## config.mk

```make
export PLATFORM = sky130hd
export DESIGN_NAME = fpu_seq_flat
export DESIGN_NICKNAME = d
export VERILOG_FILES = /design/src/rtl/fpu_seq_if.sv /design/src/rtl/fpu_seq.sv /design/src/flat_wrapper.sv
export SDC_FILE = /design/constraint.sdc
export NUM_CORES = 1
export LEC_CHECK = 0
export CAP_MARGIN = 10
export CORE_MARGIN = 1.5
export CORE_UTILIZATION = 62
export DETAILED_ROUTE_END_ITERATION = 10
export GPL_TIMING_DRIVEN = 0
export PLACE_DENSITY = 0.84
export SYNTH_ARGS = -nofsm -noshare
export SYNTH_HDL_FRONTEND = slang
export SYNTH_SLANG_ARGS = --single-unit
```

## constraint.sdc

```tcl
create_clock -name clk -period 4.55 [get_ports clk]
set_input_delay 0.91 -clock clk [delete_from_list [all_inputs] [get_ports clk]]
set_output_delay 0.91 -clock clk [all_outputs]
set_load 0.01 [all_outputs]
```

## src/rtl/fpu_seq_if.sv

```systemverilog
// -----------------------------------------------------------------------------
// fpu_seq_if
// Command/completion bundle between the CPU-side FPU register file and the
// add/sub sequencer.
//
//   start      CPU -> FPU  one-cycle pulse, opcode register written
//   op         CPU -> FPU  4'h0 add, 4'h1 sub, 4'h2 mul, 4'h3 div, rest reserved
//   operand_a  CPU -> FPU  IEEE-754 single A
//   operand_b  CPU -> FPU  IEEE-754 single B
//   end_ack    CPU -> FPU  completion acknowledge
//   busy       FPU -> CPU  operation in progress
//   cmd_end    FPU -> CPU  completion / interrupt level
//   result     FPU -> CPU  packed result
//   status     FPU -> CPU  {0, sign, underflow, unsupported, invalid,
//                           overflow, zero, done}
//
// master: CPU side.  slave: sequencer side.
// -----------------------------------------------------------------------------
interface fpu_seq_if;
   logic        start;
   logic [3:0]  op;
   logic [31:0] operand_a;
   logic [31:0] operand_b;
   logic        end_ack;
   logic        busy;
   logic        cmd_end;
   logic [31:0] result;
   logic [7:0]  status;

   modport master (
      output start, op, operand_a, operand_b, end_ack,
      input  busy, cmd_end, result, status
   );

   modport slave (
      input  start, op, operand_a, operand_b, end_ack,
      output busy, cmd_end, result, status
   );
endinterface

```

## src/rtl/fpu_seq.sv

```systemverilog
// -----------------------------------------------------------------------------
// fpu_seq
// Multi-cycle single-precision add/sub sequencer. A narrow datapath is stepped
// through unpack, align (1 bit per cycle), add/sub, normalize (1 bit per
// cycle), round and pack. Denormal inputs are flushed to zero and results
// whose exponent would drop to zero are flushed to signed zero.
//
// Ports:
//   clk   system clock
//   arst  reset, synchronous, active-high
//   bus   fpu_seq_if.slave (start/op/operands/end_ack in,
//         busy/cmd_end/result/status out)
//
// Parameters:
//   ALIGN_CAP  exponent difference at or above which alignment collapses to
//              one cycle (shifted mantissa becomes sticky only)
//
// Build option:
//   FPU_ROUND_NEAREST_EN  defined   -> round to nearest even (guard/round/sticky)
//                         undefined -> truncation
// -----------------------------------------------------------------------------
module fpu_seq #(
   parameter int ALIGN_CAP = 26
) (
   input  logic     clk,
   input  logic     arst,
   fpu_seq_if.slave bus
);

   typedef enum logic [2:0] {
      IDLE,
      UNPACK,
      ALIGN,
      ADDSUB,
      NORM,
      ROUND,
      DONE
   } state_t;

   localparam logic [7:0]  CAP_W = 8'(ALIGN_CAP);
   localparam logic [31:0] QNAN  = 32'h7FC0_0000;

   // r_flags bit positions (status[5:1])
   localparam int F_ZERO = 0;
   localparam int F_OVF  = 1;
   localparam int F_INV  = 2;
   localparam int F_UNS  = 3;
   localparam int F_UNF  = 4;

   state_t      r_state,  w_state_next;
   logic [3:0]  r_op,     w_op_next;
   logic [31:0] r_a,      w_a_next;
   logic [31:0] r_b,      w_b_next;
   logic        r_sign_x, w_sign_x_next;   // larger-exponent operand
   logic        r_sign_y, w_sign_y_next;   // smaller-exponent operand
   logic [26:0] r_mx,     w_mx_next;       // {hidden, frac[22:0], g, r, s}
   logic [26:0] r_my,     w_my_next;
   logic [9:0]  r_exp,    w_exp_next;
   logic [7:0]  r_cnt,    w_cnt_next;      // remaining alignment shifts
   logic [27:0] r_sum,    w_sum_next;      // {carry, hidden, frac, g, r, s}
   logic        r_sign,   w_sign_next;
   logic [31:0] r_result, w_result_next;
   logic [4:0]  r_flags,  w_flags_next;
   logic        r_done,   w_done_next;

   // ---------------------------------------------------------------- unpack
   logic        w_sa, w_sb;
   logic [7:0]  w_ea, w_eb;
   logic [22:0] w_fa, w_fb;
   logic        w_za, w_zb, w_ia, w_ib, w_na, w_nb;
   logic        w_a_big;
   logic [7:0]  w_d;

   assign w_sa    = r_a[31];
   assign w_sb    = r_b[31] ^ (r_op == 4'h1);   // subtract = add with B negated
   assign w_ea    = r_a[30:23];
   assign w_eb    = r_b[30:23];
   assign w_fa    = r_a[22:0];
   assign w_fb    = r_b[22:0];
   assign w_za    = (w_ea == 8'd0);
   assign w_zb    = (w_eb == 8'd0);
   assign w_ia    = (w_ea == 8'hFF) && (w_fa == 23'd0);
   assign w_ib    = (w_eb == 8'hFF) && (w_fb == 23'd0);
   assign w_na    = (w_ea == 8'hFF) && (w_fa != 23'd0);
   assign w_nb    = (w_eb == 8'hFF) && (w_fb != 23'd0);
   assign w_a_big = (w_ea >= w_eb);
   assign w_d     = w_a_big ? (w_ea - w_eb) : (w_eb - w_ea);

   // ---------------------------------------------------------------- add/sub
   logic [27:0] w_sum_add;
   logic        w_x_ge;
   logic [26:0] w_diff;

   assign w_sum_add = {1'b0, r_mx} + {1'b0, r_my};
   // With d=0 the "smaller" operand may still hold the larger magnitude.
   assign w_x_ge    = (r_mx >= r_my);
   assign w_diff    = w_x_ge ? (r_mx - r_my) : (r_my - r_mx);

   // ---------------------------------------------------------------- round
   logic [23:0] w_mant24;
   logic        w_up;
   logic [24:0] w_mant25;
   logic [9:0]  w_exp_rnd;
   logic [22:0] w_frac_rnd;

   assign w_mant24 = r_sum[26:3];

`ifdef FPU_ROUND_NEAREST_EN
   logic w_guard;
   logic w_rs;
   assign w_guard = r_sum[2];
   assign w_rs    = r_sum[1] | r_sum[0];
   // Ties go to the even mantissa.
   assign w_up    = w_guard & (w_rs | w_mant24[0]);
`else
   assign w_up    = 1'b0;
`endif

   assign w_mant25   = {1'b0, w_mant24} + {24'd0, w_up};
   // A rounding carry leaves 1.000..0, so the fraction is zero either way.
   assign w_exp_rnd  = w_mant25[24] ? (r_exp + 10'd1) : r_exp;
   assign w_frac_rnd = w_mant25[24] ? w_mant25[23:1] : w_mant25[22:0];

   // ---------------------------------------------------------------- outputs
   assign bus.busy    = (r_state != IDLE) && (r_state != DONE);
   assign bus.cmd_end = (r_state == DONE);
   assign bus.result  = r_result;
   assign bus.status  = {1'b0, r_done & r_result[31], r_flags, r_done};

   // ---------------------------------------------------------------- next state
   always_comb begin
      w_state_next  = r_state;
      w_op_next     = r_op;
      w_a_next      = r_a;
      w_b_next      = r_b;
      w_sign_x_next = r_sign_x;
      w_sign_y_next = r_sign_y;
      w_mx_next     = r_mx;
      w_my_next     = r_my;
      w_exp_next    = r_exp;
      w_cnt_next    = r_cnt;
      w_sum_next    = r_sum;
      w_sign_next   = r_sign;
      w_result_next = r_result;
      w_flags_next  = r_flags;
      w_done_next   = r_done;

      case (r_state)
         IDLE: begin
            if (bus.start) begin
               w_op_next    = bus.op;
               w_a_next     = bus.operand_a;
               w_b_next     = bus.operand_b;
               w_flags_next = 5'd0;
               w_done_next  = 1'b0;
               w_state_next = UNPACK;
            end
         end

         UNPACK: begin
            w_state_next = DONE;
            if (r_op > 4'h1) begin
               w_result_next       = 32'd0;
               w_flags_next[F_UNS] = 1'b1;
            end else if (w_na || w_nb || (w_ia && w_ib && (w_sa != w_sb))) begin
               w_result_next       = QNAN;
               w_flags_next[F_INV] = 1'b1;
            end else if (w_ia) begin
               w_result_next = {w_sa, 8'hFF, 23'd0};
            end else if (w_ib) begin
               w_result_next = {w_sb, 8'hFF, 23'd0};
            end else if (w_za && w_zb) begin
               w_result_next = {w_sa & w_sb, 31'd0};
            end else if (w_za) begin
               w_result_next = {w_sb, r_b[30:0]};
            end else if (w_zb) begin
               w_result_next = r_a;
            end else begin
               // Ordinary operands: put the larger exponent in x.
               if (w_a_big) begin
                  w_sign_x_next = w_sa;
                  w_sign_y_next = w_sb;
                  w_mx_next     = {1'b1, w_fa, 3'b000};
                  w_my_next     = {1'b1, w_fb, 3'b000};
                  w_exp_next    = {2'b00, w_ea};
               end else begin
                  w_sign_x_next = w_sb;
                  w_sign_y_next = w_sa;
                  w_mx_next     = {1'b1, w_fb, 3'b000};
                  w_my_next     = {1'b1, w_fa, 3'b000};
                  w_exp_next    = {2'b00, w_eb};
               end
               w_cnt_next   = w_d;
               w_state_next = (w_d == 8'd0) ? ADDSUB : ALIGN;
            end
         end

         ALIGN: begin
            if (r_cnt >= CAP_W) begin
               // Everything shifts out: only the sticky bit survives.
               w_my_next    = 27'd1;
               w_state_next = ADDSUB;
            end else begin
               w_my_next  = {1'b0, r_my[26:2], r_my[1] | r_my[0]};
               w_cnt_next = r_cnt - 8'd1;
               if (r_cnt == 8'd1) begin
                  w_state_next = ADDSUB;
               end
            end
         end

         ADDSUB: begin
            w_state_next = NORM;
            if (r_sign_x == r_sign_y) begin
               w_sum_next  = w_sum_add;
               w_sign_next = r_sign_x;
            end else if (r_mx == r_my) begin
               w_result_next        = 32'd0;
               w_flags_next[F_ZERO] = 1'b1;
               w_state_next         = DONE;
            end else begin
               w_sum_next  = {1'b0, w_diff};
               w_sign_next = w_x_ge ? r_sign_x : r_sign_y;
            end
         end

         NORM: begin
            if (r_sum[27]) begin
               w_sum_next   = {1'b0, r_sum[27:2], r_sum[1] | r_sum[0]};
               w_exp_next   = r_exp + 10'd1;
               w_state_next = ROUND;
            end else if (r_sum[26]) begin
               w_state_next = ROUND;
            end else if (r_exp <= 10'd1) begin
               // One more shift would take the exponent to zero: flush.
               w_result_next        = {r_sign, 31'd0};
               w_flags_next[F_UNF]  = 1'b1;
               w_flags_next[F_ZERO] = 1'b1;
               w_state_next         = DONE;
            end else begin
               w_sum_next = {r_sum[26:0], 1'b0};
               w_exp_next = r_exp - 10'd1;
               if (r_sum[25]) begin
                  w_state_next = ROUND;
               end
            end
         end

         ROUND: begin
            w_state_next = DONE;
            if (w_exp_rnd >= 10'd255) begin
               w_result_next       = {r_sign, 8'hFF, 23'd0};
               w_flags_next[F_OVF] = 1'b1;
            end else begin
               w_result_next = {r_sign, w_exp_rnd[7:0], w_frac_rnd};
            end
         end

         DONE: begin
            // A start arriving with the ack is dropped: we leave via IDLE.
            if (bus.end_ack) begin
               w_state_next = IDLE;
            end
         end

         default: w_state_next = IDLE;
      endcase

      if (w_state_next == DONE) begin
         w_done_next = 1'b1;
      end
   end

   // ---------------------------------------------------------------- registers
   always_ff @(posedge clk) begin
      if (arst) begin
         r_state  <= IDLE;
         r_op     <= 4'd0;
         r_a      <= 32'd0;
         r_b      <= 32'd0;
         r_sign_x <= 1'b0;
         r_sign_y <= 1'b0;
         r_mx     <= 27'd0;
         r_my     <= 27'd0;
         r_exp    <= 10'd0;
         r_cnt    <= 8'd0;
         r_sum    <= 28'd0;
         r_sign   <= 1'b0;
         r_result <= 32'd0;
         r_flags  <= 5'd0;
         r_done   <= 1'b0;
      end else begin
         r_state  <= w_state_next;
         r_op     <= w_op_next;
         r_a      <= w_a_next;
         r_b      <= w_b_next;
         r_sign_x <= w_sign_x_next;
         r_sign_y <= w_sign_y_next;
         r_mx     <= w_mx_next;
         r_my     <= w_my_next;
         r_exp    <= w_exp_next;
         r_cnt    <= w_cnt_next;
         r_sum    <= w_sum_next;
         r_sign   <= w_sign_next;
         r_result <= w_result_next;
         r_flags  <= w_flags_next;
         r_done   <= w_done_next;
      end
   end

endmodule

```

## src/flat_wrapper.sv

```systemverilog
// flat-port wrapper written by rule: the top's interface ports become plain ports
module fpu_seq_flat 
#(
   parameter int ALIGN_CAP = 26
)
  (clk, arst, bus_start, bus_op, bus_operand_a, bus_operand_b, bus_end_ack, bus_busy, bus_cmd_end, bus_result, bus_status);
  fpu_seq_if bus_i ();
  input  logic clk;
  input  logic arst;
  input wire logic [$bits(bus_i.start)-1:0] bus_start;
  input wire logic [$bits(bus_i.op)-1:0] bus_op;
  input wire logic [$bits(bus_i.operand_a)-1:0] bus_operand_a;
  input wire logic [$bits(bus_i.operand_b)-1:0] bus_operand_b;
  input wire logic [$bits(bus_i.end_ack)-1:0] bus_end_ack;
  output wire logic [$bits(bus_i.busy)-1:0] bus_busy;
  output wire logic [$bits(bus_i.cmd_end)-1:0] bus_cmd_end;
  output wire logic [$bits(bus_i.result)-1:0] bus_result;
  output wire logic [$bits(bus_i.status)-1:0] bus_status;
  assign bus_i.start = bus_start;
  assign bus_i.op = bus_op;
  assign bus_i.operand_a = bus_operand_a;
  assign bus_i.operand_b = bus_operand_b;
  assign bus_i.end_ack = bus_end_ack;
  assign bus_busy = bus_i.busy;
  assign bus_cmd_end = bus_i.cmd_end;
  assign bus_result = bus_i.result;
  assign bus_status = bus_i.status;
  fpu_seq #(.ALIGN_CAP(ALIGN_CAP)) u_core (.clk(clk), .arst(arst), .bus(bus_i));
endmodule
```

==> metrics.yaml, run 1 <==
power:
  seqPwrFrac: 0.208
  power.ir.vdd_worst_mv: 0.5250
  clockPowerShare: 0.137
  combPwrFrac: 0.655
  p_sw_uw: 7823
  switching_share: 0.5288
  leakage_uw: 0.006260
  power.total_uw: 14800
  p_int_uw: 6972
  power_density_nw_per_um2: 890.5
cells_and_area:
  utilization: 0.7338
  layout_common_cells: "286 x nand2_1, 220 x nor2_1, 219 x a21oi_1"
  finish.net_count: 2255
  areaGrowthSynthToFinish_pct: 16.21
  layout-drive-gt1-share: 0.03901
  layout_commonest_cell: "nand2_1"
  fillCellCount: 1708
floorplan:
  core_area_sq_um: 22640
  die-area_sq_um: 23980
  initial_core_util: 0.6315
  die_x_um: 154.9
  num_rows: 55
  io_pins: 114
  die_h_um: 154.9
drt:
  drt_iter0_markers: 2367
  routed_wl_mm: 55.86
  drt-wirelength-per-cell_um: 23.38
  via_count: 16169
  firstDrtPassIters: 9
  drc: 0
  via_per_inst: 6.768
  drtAntennaViolNets: 0
sta:
  max_freq_mhz: 230.9
  slew_viol_final: 0
  rsz0062_at_grt: "false"
  setup_viol: 0
  slew_headroom: 0.3080
  fin_skew_ns: 0.03769
  setup-tns-final_ns: 0
  worst_slew_pin_slew_ns: 1.038
  period_minus_slack_ns: 4.331
  hold_viol: 0
  period_share: 0.9518
  worst_slack_ns: 0.2193
synth:
  syn_area_sq_um: 14300
  ys.flop_type: "dfxtp_1"
  async_flop_share: 0
  synth_area_per_cell_sq_um: 7.336
  synth_warnings: 0
  ys_seq_area_frac: 0.2926
  synthTopCellsByArea: "dfxtp_1 29%, ha_1 8.1%, a21oi_1 7.7%"
  syn_nets: 2118
  yosysUniqueCellTypes: 85
  yosys.area.top_type: "dfxtp_1"
  yosys_register_bits: 209
  synth-edff-count: 0
  synth_top_area_frac: 0.2926
  syn_inst: 1949
clock_tree:
  cts_tree: "done"
  clk_path_buf_depth: 3
  clk_pin_slew_ns: 0.07
  insertion_delay_ns: 0.54
  cts_root_buffer: "clkbuf_16"
  htreeDepth: 1
  clock_sink_count: 209
  cts_buffers: 22
  postCtsSetupBuffers: 0
setup_path:
  worstSetupPathType: "register to register"
  cp.required_ns: 4.97
  crit_buf_inv: 3
  slowest_delay_ns: 0.52
  slowest_stage: "dfxtp_1"
  cpLargestDelayFamily: "simple AND/OR/NAND/NOR gates"
  cp_common_cell: "buf_4"
  crit_arrival_ns: 4.75
  crit_fanout: 10
  start_kind: "register"
  critPathCaptureType: "register"
  worstPathCellList: "inv_1 > ha_1 > buf_4 > nand4_1 > or4_4 > nor3_4 > nor3b_2 > a21oi_2 > buf_4 > mux2i_1 > a21oi_1 > xnor2_1 > a222oi_1 > a211oi_1"
global_routing:
  grt_pass1_wl_mm: 85.80
  grt_pass1_vias: 15348
  antenna_found_initial: 4
  grt_max_degree: 16
  overflow: 0
  grt_use_total: 0.4603
placed_design:
  place_ws_ns: 0.2913
  routabilityCongestion: 1.092
  port_buffers: 112
  dpl.hpwl_mm: 42.71
job:
  max-cap-violations: 0
hold_path:
  hp-class: "register to register"
run_status:
  status: "finished, final reports clean"
==> logic make-up after synthesis <==
kind of cell | Yosys count | synth area share
buf+inv | 232 | 0.06423
fa+ha+maj | 97 | 0.08699
mux | 67 | 0.04699
xor+xnor | 29 | 0.01777
compound gates | 591 | 0.2655
flops | 209 | 0.2926
simple gates | 723 | 0.2256
other cells | 1 | 0.0002623
==> layout make-up <==
class | instances | area, sq um | share of cell area
multi-input combinational | 1508 | 9208 | 0.5542
sequential | 209 | 4184 | 0.2518
timing repair buffer | 113 | 1126 | 0.06778
clock buffer | 30 | 620.6 | 0.03735
buffer | 137 | 561.8 | 0.03381
inverter | 95 | 356.6 | 0.02146
tap | 285 | 356.6 | 0.02146
clock inverter | 10 | 196.4 | 0.01182
antenna | 2 | 5.005 | 0.0003012
==> synthesized netlist by cell type (11+ instances only) <==
cell and n:
nand2_1 286, nor2_1 220, a21oi_1 219, dfxtp_1 209, clkbuf_1 111, ha_1 93, inv_1 93, o21ai_0 89
a211oi_1 76, mux2i_1 66, nor3_1 54, o211ai_1 33, nand3_1 26, nor2b_1 26, nor4_1 23, xnor2_1 20
nand4_1 17, a21o_1 15, nand2b_1 15, a31oi_1 14, and2_1 14, buf_2 14, a221oi_1 13, o21bai_1 13
o22ai_1 11, o31ai_1 11
==> what timing repair did <==
item,CTS,global route
hold buffers,0,0
gates resized for setup,0,2
setup endpoints to repair,0,3
==> power groups by stage <==
stage               Clock (uW)  Combinational (uW)  Sequential, uW
CTS                       2010                9290            3010
global placement             0                9030            3010
global route              2080               10400            3110
detailed placement           0                9190            3040
floorplan                    0                6540            2810
finish                    2020                9690            3080
==> final timing paths <==
check	from	end	slack, ns	depth (start not counted)
worst max-delay path	u_core.r_my[21]	u_core.r_sum[8]	0.22	14
worst min-delay path	u_core.r_op[1]	u_core.r_op[1]	0.46	2
worst max register to register	u_core.r_my[21]	u_core.r_sum[8]	0.22	14
worst min register to register	u_core.r_op[1]	u_core.r_op[1]	0.46	2
==> tightest hold or removal path, cell delays in order, from the launching register on <==
cell	delay, ns
dfxtp_1	0.31
nand2_1	0.05
a21oi_1	0.05
==> layer usage <==
layer,global-route usage,vias to the layer above,routed length (um)
met4,0.2683,2,3842
met1,0.5985,7332,21520
met5,0,-,13
met3,0.1365,302,7665
li1,-,7193,-
met2,0.6778,1340,22820
==> state kept, by name (all words and copies together), names as in the netlist, 5 cells and up <==
signal and count:
u_core.bus.result 32, u_core.r_a 32, u_core.r_b 32, u_core.r_sum 28, u_core.r_my 27, u_core.r_mx 24
u_core.r_exp 10, u_core.r_cnt 8, u_core.r_flags 5
==> metrics by stage <==
step | hold WS (ns) | cells | area (sq um)
floorplan | 0.4360 | 1949 | 14300
global route | 0.4751 | 2387 | 16610
global placement | 0.4441 | 2346 | 15780
CTS | 0.4611 | 2386 | 16590
finish | 0.4605 | 2389 | 16610
detailed placement | 0.4515 | 2346 | 15780
Note: power is estimated with default switching activity, not from simulation.
==> run 2: changes to the inputs <==
Clock period 4.55 ns to 5.3 ns, I/O delays scaled along.
==> run 2 against run 1 <==
The run now ends with design-rule violations left. Worst hold slack is essentially flat. Sequential power shrank 14%. Via count grew 0.42%. Maximum frequency shrank 5.6%. First-iteration DRC count shrank 3.0%. Global-route usage is the same. Non-clock buffer count is the same. Combinational power shrank 14%. Register-to-register slack gained 0.49 ns. Final area is essentially flat. Critical path type unchanged. Highest routed layer is now met4.
==> metrics.yaml, run 2 (synthesis gave the netlist of run 1 again) <==
clock_tree:
  cts_resized: 0  # unchanged
  clk_path_buf_depth: 3  # unchanged
  cts_tree: "done"  # unchanged
  postCtsHoldBufs: 0  # unchanged
  htreeDepth: 1  # unchanged
  clock_sink_count: 209  # unchanged
  clk_pin_slew_ns: 0.06  # was 0.07 ns
  cts_buffers: 22  # unchanged
  cts_root_buffer: "clkbuf_16"  # unchanged
  insertion_delay_ns: 0.53  # was 0.54 ns
  postCtsSetupBuffers: 0  # unchanged
setup_path:
  start_kind: "register"  # unchanged
  timing.rr.end: "u_core.bus.result[23]"  # was u_core.r_sum[8]
  cpLargestDelayFamily: "compound AO/OA/AOI/OAI gates"  # was simple AND/OR/NAND/NOR gates
  slowest_stage: "a2111oi_1"  # was dfxtp_1
  endpoint: "u_core.bus.result[23]"  # was u_core.r_sum[8]
  slowest_delay_ns: 0.97  # was 0.52 ns
  r2r_start: "u_core.r_my[18]"  # was u_core.r_my[21]
  crit_fanout: 10  # unchanged
  crit_arrival_ns: 4.95  # was 4.75 ns
  crit_buf_inv: 2  # was 3
  startpoint: "u_core.r_my[18]"  # was u_core.r_my[21]
  r2r_cells: 11  # was 14
  cp.required_ns: 5.66  # was 4.97 ns
  worstSetupPathType: "register to register"  # unchanged
  crit_cells: 11  # was 14
  regToRegSetupSlack_ns: 0.71  # was 0.22 ns
  worstPathCellList: "inv_1 > ha_1 > nand4_1 > or4_4 > nor3_4 > a21oi_1 > a2111oi_1 > buf_2 > o21ai_1 > nor2_1 > nor3_1"  # was inv_1 > ha_1 > buf_4 > nand4_1 > or4_4 > nor3_4 > nor3b_2 > a21oi_2 > buf_4 > mux2i_1 > a21oi_1 > xnor2_1 > a222oi_1 > a211oi_1
  critPathCaptureType: "register"  # unchanged
floorplan:
  core_area_sq_um: 22640  # unchanged
  die_h_um: 154.9  # unchanged
  die_x_um: 154.9  # unchanged
  initial_core_util: 0.6315  # unchanged
  die-area_sq_um: 23980  # unchanged
  io_pins: 114  # unchanged
  num_rows: 55  # unchanged
placed_design:
  dpl.hpwl_mm: 42.71  # unchanged
  routabilityCongestion: 1.092  # unchanged
  port_buffers: 112  # unchanged
  dpl-instance-area_sq_um: 15780  # unchanged
global_routing:
  grt_pass1_wl_mm: 85.80  # unchanged
  grt_pass1_vias: 15348  # unchanged
  grt_use_total: 0.4603  # unchanged
  overflow: 0  # unchanged
  antenna_found_initial: 4  # unchanged
  grt_max_degree: 16  # unchanged
cells_and_area:
  multi_input_area_sq_um: 9195  # was 9208 sq um
  final_area_sq_um: 16600  # was 16,610 sq um
  layout_commonest_cell: "nand2_1"  # unchanged
  finish.net_count: 2255  # unchanged
  layout-drive-gt1-share: 0.03806  # was 0.03901
  layout_common_cells: "286 x nand2_1, 220 x nor2_1, 219 x a21oi_1"  # unchanged
  fillCellCount: 1707  # was 1,708
  final-seq-area_sq_um: 4184  # unchanged
  utilization: 0.7333  # was 0.7338
  areaGrowthSynthToFinish_pct: 16.12  # was 16.21%
drt:
  via_per_inst: 6.797  # was 6.768
  via_count: 16237  # was 16,169
  drt-wirelength-per-cell_um: 23.40  # was 23.38 um
  drtAntennaViolNets: 0  # unchanged
  drc: 18  # was 0
  firstDrtPassIters: 11  # was 9
  routed_wl_mm: 55.89  # was 55.86 mm
  drt_iter0_markers: 2295  # was 2,367
power:
  power_density_nw_per_um2: 765.0  # was 890.5 nW/um^2
  leakage_uw: 0.006255  # was 0.006260 uW
  power.ir.vdd_worst_mv: 0.4515  # was 0.5250 mV
sta:
  slew_headroom: 0.2754  # was 0.3080
  slew_viol_final: 0  # unchanged
  fin_skew_ns: 0.04114  # was 0.03769 ns
  setup-tns-final_ns: 0  # unchanged
  hold_viol: 0  # unchanged
  worst_slew_pin_slew_ns: 1.084  # was 1.038 ns
  setup_viol: 0  # unchanged
  rsz0062_at_grt: "false"  # unchanged
  max_freq_mhz: 217.9  # was 230.9 MHz
  period_share: 0.8658  # was 0.9518
  period_minus_slack_ns: 4.589  # was 4.331 ns
run_status:
  violations: "design-rule violations"
  status: "finished, violations left"  # was finished, final reports clean
job:
  max-cap-violations: 0  # unchanged
hold_path:
  worstHoldStart: "u_core.r_op[1]"  # unchanged
  hp-class: "register to register"  # unchanged
==> run 2: cell types whose count changed in the layout (fill, tap and decap cells not counted) <==
| cell | change |
|---|---|
| o41ai_1 | +1 |
| a2111oi_2 | -1 |
| a2111oi_1 | +1 |
| o41ai_2 | -1 |
==> run 2: worst min-delay path by stage <==
stage	endpoint	slack [ns]	depth (start not counted)
4_1_cts	u_core.r_op[3]	0.46	2
6_report	u_core.r_op[1]	0.46	2
3_3_place_gp	u_core.r_op[0]	0.44	2
5_1_grt	u_core.r_op[1]	0.48	2
3_5_place_dp	u_core.r_op[1]	0.45	2
2_1_floorplan	u_core.r_op[3]	0.44	2
==> run 2: worst register-to-register path, delay by kind of cell, from the launching register on <==
family / cells / cell delay, ns
AOI/OAI and AO/OA: 3 / 1.53
adders and majority gates: 1 / 0.37
buffers and inverters: 2 / 0.48
DFF: 1 / 0.55
and+or+nand+nor: 5 / 1.50
==> run 2: where the power goes <==
group	switching (uW)	internal (uW)
combinational	5420	2900
clock	668	1070
sequential	636	2010
==> run 2: metrics by stage <==
step / std cells / power, uW / setup WS (ns) / hold slack (ns)
floorplan: 1949 / 8026 / 2.179 / 0.4360
global placement: 2346 / 10340 / 1.103 / 0.4441
detailed placement: 2346 / 10500 / 1.041 / 0.4515
CTS: 2386 / 12290 / 0.9881 / 0.4611
global route: 2387 / 13340 / 0.6861 / 0.4751
finish: 2389 / 12700 / 0.7111 / 0.4601
==> run 2: area by class of cell <==
cell class | instances | share of cell area
plain buffers | 137 | 0.03384
diodes | 2 | 0.0003015
flip-flops and latches | 209 | 0.2520
inverters | 95 | 0.02148
clock buffers | 30 | 0.03738
well taps | 285 | 0.02148
clock inverters | 10 | 0.01183
multi-input cells | 1508 | 0.5538
repair buffers | 113 | 0.06783
==> run 2: metal layers <==
metal	part of all wire	up-vias	routed length, um	GRT usage
met5	0	-	0	0
met2	0.41	1318	22910	0.6778
met3	0.14	284	7588	0.1365
met1	0.39	7436	21770	0.5985
li1	-	7199	-	-
met4	0.065	0	3628	0.2683
